===== src/rtl/sync_debounce_reg.sv =====
// Multi-channel button/switch input register: synchroniser, en-tick debouncer, q/qbar and edge pulses.
// Define HOLD_REPEAT_EN to add auto-repeat rise pulses while a channel is held high.
module sync_debounce_reg #(
   parameter int WIDTH           = 4,
   parameter int SYNC_STAGES     = 2,
   parameter int DEBOUNCE_CYCLES = 16,
   parameter int REPEAT_DELAY    = 500,
   parameter int REPEAT_RATE     = 100
) (
   input  logic             clk,
   input  logic             rst_n,
   input  logic             en,
   input  logic [WIDTH-1:0] din,
   output logic [WIDTH-1:0] q,
   output logic [WIDTH-1:0] qbar,
   output logic [WIDTH-1:0] rise,
   output logic [WIDTH-1:0] fall
);

   localparam int CNT_W = $clog2(DEBOUNCE_CYCLES + 1);
   localparam logic [CNT_W-1:0] CNT_LAST = CNT_W'(DEBOUNCE_CYCLES - 1);

   if (SYNC_STAGES < 2 || DEBOUNCE_CYCLES < 1) begin : g_bad_cfg
      $error("sync_debounce_reg: SYNC_STAGES must be >= 2 and DEBOUNCE_CYCLES >= 1");
   end

   logic [WIDTH-1:0] sync_q [SYNC_STAGES];
   logic [WIDTH-1:0] s;
   logic [CNT_W-1:0] cnt_q  [WIDTH];
   logic [CNT_W-1:0] cnt_d  [WIDTH];
   logic [WIDTH-1:0] q_q, q_d;
   logic [WIDTH-1:0] qbar_q, rise_q, fall_q;
   logic [WIDTH-1:0] rpt_pulse;

   always_ff @(posedge clk or negedge rst_n) begin
      if (!rst_n) begin
         for (int k = 0; k < SYNC_STAGES; k++) sync_q[k] <= '0;
      end else begin
         sync_q[0] <= din;
         for (int k = 1; k < SYNC_STAGES; k++) sync_q[k] <= sync_q[k-1];
      end
   end

   assign s = sync_q[SYNC_STAGES-1];

   // Any return of s to the committed level discards the partial count.
   always_comb begin
      q_d = q_q;
      for (int i = 0; i < WIDTH; i++) begin
         cnt_d[i] = cnt_q[i];
         if (s[i] == q_q[i]) begin
            cnt_d[i] = '0;
         end else if (en) begin
            if (cnt_q[i] == CNT_LAST) begin
               q_d[i]   = s[i];
               cnt_d[i] = '0;
            end else begin
               cnt_d[i] = cnt_q[i] + CNT_W'(1);
            end
         end
      end
   end

   // qbar and the pulses derive from q_d so they line up with q on the same edge.
   always_ff @(posedge clk or negedge rst_n) begin
      if (!rst_n) begin
         q_q    <= '0;
         qbar_q <= '1;
         rise_q <= '0;
         fall_q <= '0;
         for (int i = 0; i < WIDTH; i++) cnt_q[i] <= '0;
      end else begin
         q_q    <= q_d;
         qbar_q <= ~q_d;
         rise_q <= (q_d & ~q_q) | rpt_pulse;
         fall_q <= ~q_d & q_q;
         for (int i = 0; i < WIDTH; i++) cnt_q[i] <= cnt_d[i];
      end
   end

`ifdef HOLD_REPEAT_EN
   localparam int RPT_MAX = (REPEAT_DELAY > REPEAT_RATE) ? REPEAT_DELAY : REPEAT_RATE;
   localparam int RPT_W   = $clog2(RPT_MAX + 1);
   localparam logic [RPT_W-1:0] DELAY_LAST = RPT_W'(REPEAT_DELAY - 1);
   localparam logic [RPT_W-1:0] RATE_LAST  = RPT_W'(REPEAT_RATE - 1);

   if (REPEAT_DELAY < 1 || REPEAT_RATE < 1) begin : g_bad_rpt
      $error("sync_debounce_reg: REPEAT_DELAY and REPEAT_RATE must be >= 1");
   end

   logic [RPT_W-1:0] rpt_cnt_q [WIDTH];
   logic [RPT_W-1:0] rpt_cnt_d [WIDTH];
   logic [WIDTH-1:0] rpt_phase_q, rpt_phase_d;

   // phase 0 waits out the initial delay, phase 1 repeats at the steady rate.
   always_comb begin
      rpt_pulse   = '0;
      rpt_phase_d = rpt_phase_q;
      for (int i = 0; i < WIDTH; i++) begin
         rpt_cnt_d[i] = rpt_cnt_q[i];
         if (!q_q[i]) begin
            rpt_cnt_d[i]   = '0;
            rpt_phase_d[i] = 1'b0;
         end else if (en) begin
            if (rpt_cnt_q[i] == (rpt_phase_q[i] ? RATE_LAST : DELAY_LAST)) begin
               rpt_pulse[i]   = q_d[i];
               rpt_cnt_d[i]   = '0;
               rpt_phase_d[i] = 1'b1;
            end else begin
               rpt_cnt_d[i] = rpt_cnt_q[i] + RPT_W'(1);
            end
         end
      end
   end

   always_ff @(posedge clk or negedge rst_n) begin
      if (!rst_n) begin
         rpt_phase_q <= '0;
         for (int i = 0; i < WIDTH; i++) rpt_cnt_q[i] <= '0;
      end else begin
         rpt_phase_q <= rpt_phase_d;
         for (int i = 0; i < WIDTH; i++) rpt_cnt_q[i] <= rpt_cnt_d[i];
      end
   end
`else
   if (REPEAT_DELAY < 0 || REPEAT_RATE < 0) begin : g_bad_rpt
      $error("sync_debounce_reg: REPEAT_DELAY and REPEAT_RATE must not be negative");
   end

   assign rpt_pulse = '0;
`endif

   assign q    = q_q;
   assign qbar = qbar_q;
   assign rise = rise_q;
   assign fall = fall_q;

endmodule

===== config.mk =====
export PLATFORM = sky130hd
export DESIGN_NAME = sync_debounce_reg
export DESIGN_NICKNAME = d
export VERILOG_FILES = /design/src/rtl/sync_debounce_reg.sv
export SDC_FILE = /design/constraint.sdc
export NUM_CORES = 1
export LEC_CHECK = 0
export CAP_MARGIN = 0
export CORE_MARGIN = 2
export CORE_UTILIZATION = 58
export CTS_CLUSTER_SIZE = 10
export DETAILED_ROUTE_END_ITERATION = 7
export PLACE_DENSITY = 0.83
export SYNTH_ARGS = -nofsm -noshare
export SYNTH_HDL_FRONTEND = slang
export SYNTH_SLANG_ARGS = --single-unit

===== constraint.sdc =====
create_clock -name clk -period 3.2 [get_ports clk]
set_input_delay 0.64 -clock clk [delete_from_list [all_inputs] [get_ports clk]]
set_output_delay 0.64 -clock clk [all_outputs]
set_load 0.02 [all_outputs]

# Yosys cells after proc, flatten, opt, wreduce, memory -nomap -nowiden
# Index checks and enable logic that the tools add are counted.
dict set report totals {
  regBits 44
  latch_bits 0
  ram_bits 0
  rom_bits 0
  in_bits 7
  output_inout_bits 16
  wordCells 54
  memories 0
}
dict set report op_classes {
  add_sub_neg 4
  n_mul 0
  div 0
  order_cmp 0
  n_eq_ne 8
  n_shift 0
  mux 24
  bitwise_logic 4
  n_reduce_logical 4
}
# operator n
set ops {}
lappend ops {{$mux W5} 12}
lappend ops {{$add A5 B1 Y5 const B} 4}
lappend ops {{$eq A5 B4 Y1 const B} 4}
lappend ops {{$mux W1} 12}
lappend ops {{$and A4 B4 Y4} 2}
lappend ops {{$not A4 Y4} 2}
lappend ops {{$reduce_bool A2 Y1} 4}
lappend ops {{$eq A1 B1 Y1} 4}

# Logic depth before layout (Yosys ltp)
# Gate-level depths: netlist of the first run.
dict set report depth {
  ltp_word 6
  mapped_depth 5
  depth_no_buf 4
}

# Worst setup path before layout of the first run
# OpenSTA, ideal clock, no wires.
dict set report synth_path {
  path_kind {input -> register}
  from {in en}
  to {reg q_q[0] (netlist: q[0])}
  setup_time_ps 125
  arrival_ps 1282
  t_required_ps 3075
  path_slack_ps 1793
  path_stages 4
  n_path_buf 1
  cell_sequence {buf_6 -> nand4_4 -> nor2_4 -> mux2_2}
}
dict set report synth_via {
  elab_chain_cells 2
}
# item line_no
set synth_lines {}
lappend synth_lines {{from (decl)} 12} ;# input logic en,
lappend synth_lines {{$mux W1} 53} ;# end else if (en) begin
lappend synth_lines {{$mux W1} 51} ;# if (s[i] == q_q[i]) begin
lappend synth_lines {{named net q_d[0]} 31} ;# logic [WIDTH-1:0] q_q, q_d;
lappend synth_lines {{to (signal assigned)} 73} ;# q_q <= q_d;
lappend synth_lines {{to (decl)} 31}
# The timed path passes the listed nets, and every way through them passes these cells.
# A chain may end at the register's enable or synchronous reset.

# Final worst setup path of the first run
dict set report layout_path {
  from {in en}
  to {reg q_q[1] (netlist: q[1])}
}
# The elaborated chain is that of the path after synthesis.

==> results of run 1 <==
-- cells in the mapped netlist (all sizes together) --
cell type and count:
inv 2, a41oi 2, a211o 1, xnor2 4
a31oi 2, and3b 3, buf 3, nand3b 3
nand4b 3, nor2 12, xor2 4, a311oi 2
nand4 4, dfstp 4, dfrtp 40, o311ai 1
nand3 7, mux2 4, mux2i 5, nor4b 8
ha 4, a21oi 8, nor4 1, o21ai 1
nand2b 7, nand2 9
-- through the flow --
step	cells	power [W]	utilization (%)	hold WS, ns	cell area (µm²)
6_report	216	0.000905	70.9	0.362	2150
3_3_place_gp	208	0.000637	68.9	0.334	2090
3_5_place_dp	208	0.000642	68.9	0.338	2090
5_1_grt	216	0.000946	70.9	0.369	2150
4_1_cts	216	0.000918	70.9	0.366	2150
2_1_floorplan	144	0.000619	-	0.331	1840
-- path summary, 6_finish.rpt --
path	endpoint	slack, ns	cells after the start
min	s[3]	0.36	0
max in group asynchronous	rise[0]	2.21	1
min in group asynchronous	cnt_q[3]	0.41	1
min reg2reg	s[3]	0.36	0
max	q[1]	1.05	4
max reg2reg	q[1]	1.72	4
-- routing by layer --
| layer | track usage (%) | wire length, µm | share of wire (%) |
|---|---|---|---|
| met5 | 0 | 0 | 0 |
| met2 | 30.9 | 1490 | 50 |
| met1 | 22.7 | 1270 | 42 |
| met4 | 9.84 | 86 | 2.9 |
| met3 | 6.49 | 146 | 4.9 |
-- cell type report --
class,instances,area [µm²]
Sequential cell,44,1110
Fill cell,225,882
Multi-Input combinational cell,95,696
Timing Repair Buffer,23,223
Clock buffer,8,58.8
Tap cell,44,55.1
Inverter,2,7.51
-- power by group through the flow --
stage	combinational (W)	clock, W	sequential (W)
floorplan	0.0000298	0	0.000589
global placement	0.0000474	0	0.000590
detailed placement	0.0000502	0	0.000592
CTS	0.0000505	0.000286	0.000581
global route	0.0000563	0.000306	0.000583
finish	0.0000493	0.000274	0.000581
-- cells by family (layout without fill, tap and decap cells) --
family / Yosys count / after routing / share of synthesized area (%)
and+or+nand+nor: 57 / 57 / 20.1
DFF: 44 / 44 / 60.1
AOI/OAI and AO/OA: 17 / 17 / 5.99
muxes: 9 / 9 / 5.17
xor gates and xnor gates: 8 / 8 / 3.81
buffers and inverters: 5 / 33 / 2.04
adders and majority gates: 4 / 4 / 2.72
-- registers in the layout (all words and copies together), names as in the netlist --
name and flops:
cnt_q 20, fall 4, q 4, qbar 4
rise 4, s 4, sync_q 4
-- worst max-delay path: stages --
cell and delay (ns):
clkdlybuf4s50_1 0.90, nand4_1 0.30, nor2_2 0.19, mux2_2 0.36
-- placed cells by master (no fill, tap or decap), drive strengths merged, types with 2 or more instances in the layout --
master,count
a31oi,2
a311oi,2
and3b,3
ha,4
nor4b,8
inv,2
xnor2,4
dfrtp,40
mux2i,5
nor2,12
nand2b,7
a41oi,2
buf,2
nand4,4
mux2,4
nand3b,3
clkdlybuf4s50,21
dfstp,4
clkbuf,8
nand2,9
nand4b,3
xor2,4
nand3,7
a21oi,8
==> results by group, run 1 <==
CTS
  – Setup bufs post-CTS: 0
  – Inserted Clock Buffers: 5
  – Max Root-Sink Buffers: 2
  – Clock Sinks: 44
  – CTS H-tree depth: 2
  – Skew-Pair Late Insertion Delay: ~0.35 ns
  – Post-CTS Hold Buffers: 0
  – Worst-path clk slew: about 0.12 ns
  – CTS tree: built
  – Post-CTS sizing: 0
  – CTS root buf: clkbuf_4

Power and ir drop
  – Max IR drop VDD: 0.000309 V
  – Cell Pwr Density: ~420 nW/µm²
  – Sw Share: 22.9%
  – Leakage: 0.922 nW
  – Clock power frac: between 30% and 40%
  – Comb power frac: 5.4%
  – P_int: between 0.0006 and 0.0007 W
  – Seq pwr share: 64.2%
  – Switching power total: 0.000207 W

Global routing
  – First-pass GRT wire length: 4970 µm
  – Number of global-route vias before repair: ~1100
  – Grt total ovfl: 0
  – Largest net degree at the start of global routing: 45
  – Initial antenna violation count: 0
  – Total GRT Usage: a little under a fifth

Route
  – Via count: ~1200
  – Routed WL: 2990 µm
  – DRT antenna net count: 0
  – Avg Vias per Cell: ~5.6
  – First-pass DRT Iterations: 4
  – Wire per inst: 13.9 µm
  – 1st-iter DRT viols: 61
  – Drc violations: 0

Floorplan
  – Core area: between 3000 and 4000 µm²
  – Die width: 60.3 µm
  – Row count: 20
  – Starting density of the core: between 60% and 70%
  – Die height: between 60 and 70 µm
  – I/O pin cnt: 23
  – Die Area: 3640 µm²

STA
  – Fin Setup TNS: 0 ns
  – Setup ws final: between 1 and 1.5 ns
  – Worst slew margin relative to its limit: 37.9%
  – Fmax: approximately 470 MHz
  – Final setup violation count: 0
  – Count of final hold-check violations: 0
  – RSZ-0062 raised after global routing: no
  – Crit path time final: 2.15 ns
  – Worst Skew: 0.00242 ns
  – Worst-margin pin slew: 0.931 ns
  – Tcrit/Tclk final: about two thirds
  – Final Max Tran Viols: 0

Worst setup path
  – Worst path required time: about 3.5 ns
  – CP Max Fanout: 19
  – Critical path arrival: roughly 2.4 ns
  – R2R Path Start: cnt_q[10]
  – Critical Path End Type: flip-flop
  – Crit path kind: primary input to flip-flop
  – Critical path launch point type: primary input
  – Critical path startpoint: en

Yosys
  – Post-synthesis sequential area ratio: 60.1%
  – Synthesized area per cell: around 13 µm²
  – Mapped Cells: 144
  – Yosys top cell by area: dfrtp_1
  – Ys Warns: 0
  – Syn nets: between 150 and 200
  – Area contributors post-synth: dfrtp_1 54%, dfstp_2 5.7%, nor4b_1 3.8%
  – Post-synth top area share: 54.4%
  – Synth Register Bits: 44
  – Synthesized area: between 1500 and 2000 µm²
  – Distinct cells, synth: 31

Placed design
  – Setup WS pre-CTS: 0.684 ns
  – IO buf count: 22
  – Post-DP HPWL: 2060 µm
  – Gpl congestion: approximately 0.77

Outcome
  – Outcome: finished, final reports clean

Cells and area
  – Final net count: roughly 180
  – Area grow syn2layout: 16.7%
  – Antenna cells: 0
  – Share of cells above drive strength 1: about an eighth

Worst hold path
  – Min-delay worst type: flip-flop to flip-flop
  – HP Start: sync_q[7]

Run
  – Max-Cap Viols: 0
Note: power is estimated with default switching activity, not from simulation.
==> inputs of run 2 (changes only) <==
--- a/config.mk
+++ b/config.mk
@@ -7,10 +7,10 @@
 export LEC_CHECK = 0
 export CAP_MARGIN = 0
 export CORE_MARGIN = 2
-export CORE_UTILIZATION = 58
+export CORE_UTILIZATION = 49
 export CTS_CLUSTER_SIZE = 10
 export DETAILED_ROUTE_END_ITERATION = 7
-export PLACE_DENSITY = 0.83
+export PLACE_DENSITY = 0.75
 export SYNTH_ARGS = -nofsm -noshare
 export SYNTH_HDL_FRONTEND = slang
 export SYNTH_SLANG_ARGS = --single-unit
==> constraint.sdc (replaced) <==
create_clock -name clk -period 1.9 [get_ports clk]
set_input_delay 0.38 -clock clk [delete_from_list [all_inputs] [get_ports clk]]
set_output_delay 0.38 -clock clk [all_outputs]
set_load 0.02 [all_outputs]
==> run 2 against run 1 <==
Total power up 100%; sequential share of layout area is 2.5 points lower; die area up 17%; clock skew is 0.0044 ns higher; via count up 1.8%; largest cell class unchanged; utilization shrank 8.8 points; largest power group unchanged.
==> results by group, run 2 (synthesis gave the netlist of run 1 again) <==
Outcome
  – Outcome: finished, final reports clean

Global routing
  – Total GRT Usage: 17.7% (-1.4 points)
  – Initial antenna violation count: 0 (unchanged)
  – First-pass GRT wire length: 5750 µm (+16%)
  – Largest net degree at the start of global routing: 45 (unchanged)
  – Grt total ovfl: 0 (unchanged)
  – Number of global-route vias before repair: 1300 (+15%)

Cells and area
  – Share of cells above drive strength 1: 15.9% (+3.1 points)
  – Antenna cells: 0 (unchanged)
  – Area grow syn2layout: 22.7%
  – Non-Filler Instances: 224 (+3.7%)
  – Biggest register: cnt_q
  – Commonest non-fill, non-tap cell in the layout: dfrtp_1
  – Most frequent cells in the layout: 40 x dfrtp_1, 21 x clkdlybuf4s50_1, 9 x nand2_1
  – Final net count: 186 (+2.2%)
  – Max reg flops: 20 (unchanged)

STA
  – Final setup violation count: 0 (unchanged)
  – RSZ-0062 raised after global routing: no
  – Final Max Tran Viols: 0 (unchanged)
  – Worst slew margin relative to its limit: 65.0% (+27 points)
  – Tcrit/Tclk final: 94.7%
  – Crit path time final: between 1.5 and 2 ns
  – Fmax: 556 MHz
  – WHS: 0.140 ns (-0.221 ns)
  – Count of final hold-check violations: 0 (unchanged)
  – Worst Skew: 0.00682 ns (+0.00440 ns)
  – Worst-margin pin slew: 0.525 ns (-0.407 ns)

Floorplan
  – Row count: 22 (+10%)
  – I/O pin cnt: 23 (unchanged)
  – Die Area: 4260 µm² (+17%)
  – Starting density of the core: 50.6% (-10 points)
  – Die height: 65.3 µm (+8.2%)
  – Core area: 3630 µm² (+20%)
  – Die width: 65.3 µm (+8.2%)

Power and ir drop
  – Leakage: 0.974 nW (+5.6%)
  – Cell Pwr Density: 804 nW/µm² (+91%)
  – Max IR drop VDD: 0.000460 V (+49%)
  – Overall power consumption: 0.00181 W (+100%)

CTS
  – CTS H-tree depth: 2 (unchanged)
  – Clock Sinks: 44 (unchanged)
  – Skew-Pair Late Insertion Delay: 0.30 ns (-0.05 ns)
  – CTS root buf: clkbuf_8
  – Inserted Clock Buffers: 5 (unchanged)
  – Max Root-Sink Buffers: 2 (unchanged)
  – Post-CTS sizing: 0 (unchanged)
  – Worst-path clk slew: 0.08 ns (-0.04 ns)
  – CTS tree: built
  – Setup bufs post-CTS: 0 (unchanged)
  – Post-CTS Hold Buffers: 0 (unchanged)

Worst setup path
  – Crit-path max cell delay: 0.60 ns (-0.30 ns)
  – Worst path required time: 1.52 ns (-1.93 ns)
  – CP Max Fanout: 1 (-18)
  – Worst path top cell family by delay: buffers and inverters
  – Critical path arrival: 1.42 ns (-0.98 ns)
  – CP Cell Sequence: clkdlybuf4s50_1
  – Critical Path End Type: output pin
  – Critical path launch point type: flip-flop
  – Worst path bufs/invs: 1 (unchanged)
  – Crit path kind: flip-flop to output pin
  – CP max-delay cell: clkdlybuf4s50_1

Run
  – Max-Cap Viols: 0 (unchanged)

Route
  – Routed WL: 3240 µm (+8.1%)
  – Avg Vias per Cell: 5.53 (-1.8%)
  – First-pass DRT Iterations: 4 (unchanged)
  – DRT antenna net count: 0 (unchanged)
  – Drc violations: 0 (unchanged)
  – Via count: 1238 (+1.8%)
  – Wire per inst: 14.4 µm (+4.3%)
  – 1st-iter DRT viols: 60 (-1.6%)

Placed design
  – Gpl congestion: 0.760 (-0.78%)
  – Post-DP HPWL: 2270 µm (+10%)
  – Inst Count DP: 216 (+3.8%)
  – IO buf count: 22 (unchanged)

Worst hold path
  – Min-delay worst type: primary input to asynchronous set/reset pin
## run 2: cell types whose count changed in the layout (fill, tap and decap cells not counted)
cell       previous run  this run
clkbuf_4              5         0
clkbuf_8              1         6
buf_4                 1         4
clkbuf_1              2         0
buf_12                0         1
bufinv_16             0         1
clkinv_4              0         1
## run 2: per-layer routing
layer | track usage (%) | wire, µm
met3 | 6.16 | 150
met2 | 32.5 | 1730
met5 | 0 | 0
met4 | 4.69 | 33
met1 | 19.2 | 1320
## run 2: layout make-up
type	count	area, µm²
Timing Repair Buffer	27	265
Clock inverter	2	38.8
Tap cell	48	60.1
Clock buffer	6	82.6
Inverter	2	7.51
Fill cell	312	1380
Sequential cell	44	1110
Multi-Input combinational cell	95	696
## run 2: path summary, 6_finish.rpt
path	startpoint	to	slack [ns]	depth (start not counted)
worst max-delay path	qbar[0]	qbar[0]	0.10	1
worst max register to register	cnt_q[10]	q[1]	0.48	4
worst min-delay path	rst_n	cnt_q[9]	0.14	2
max in group asynchronous	rst_n	qbar[0]	1.38	2
min in group clk	sync_q[7]	s[3]	0.35	0
worst min register to register	sync_q[7]	s[3]	0.35	0
## run 2: where the power goes
group          switching (W)  leakage [nW]  internal, W
Clock               0.000315        0.0614     0.000430
Combinational      0.0000499         0.336    0.0000390
Sequential         0.0000226         0.577     0.000957
## run 2: stage by stage
step           utilization (%)  setup TNS [ns]  setup WS (ns)  cell area [µm²]
2_1_floorplan                -               0          0.567             1840
3_3_place_gp              58.7               0         0.0622             2130
3_5_place_dp              58.7        -0.00306       -0.00306             2130
4_1_cts                   62.1               0         0.0830             2260
5_1_grt                   62.1               0         0.0722             2260
6_report                  62.1               0          0.101             2260
==> inputs of run 3 (changes only) <==
--- a/config.mk
+++ b/config.mk
@@ -8,7 +8,7 @@
 export CAP_MARGIN = 0
 export CORE_MARGIN = 2
 export CORE_UTILIZATION = 49
-export CTS_CLUSTER_SIZE = 10
+export CTS_CLUSTER_DIAMETER = 60
 export DETAILED_ROUTE_END_ITERATION = 7
 export PLACE_DENSITY = 0.75
 export SYNTH_ARGS = -nofsm -noshare
==> results of run 3 <==
No change in the layout: final DEF, timing and power equal those of run 2.
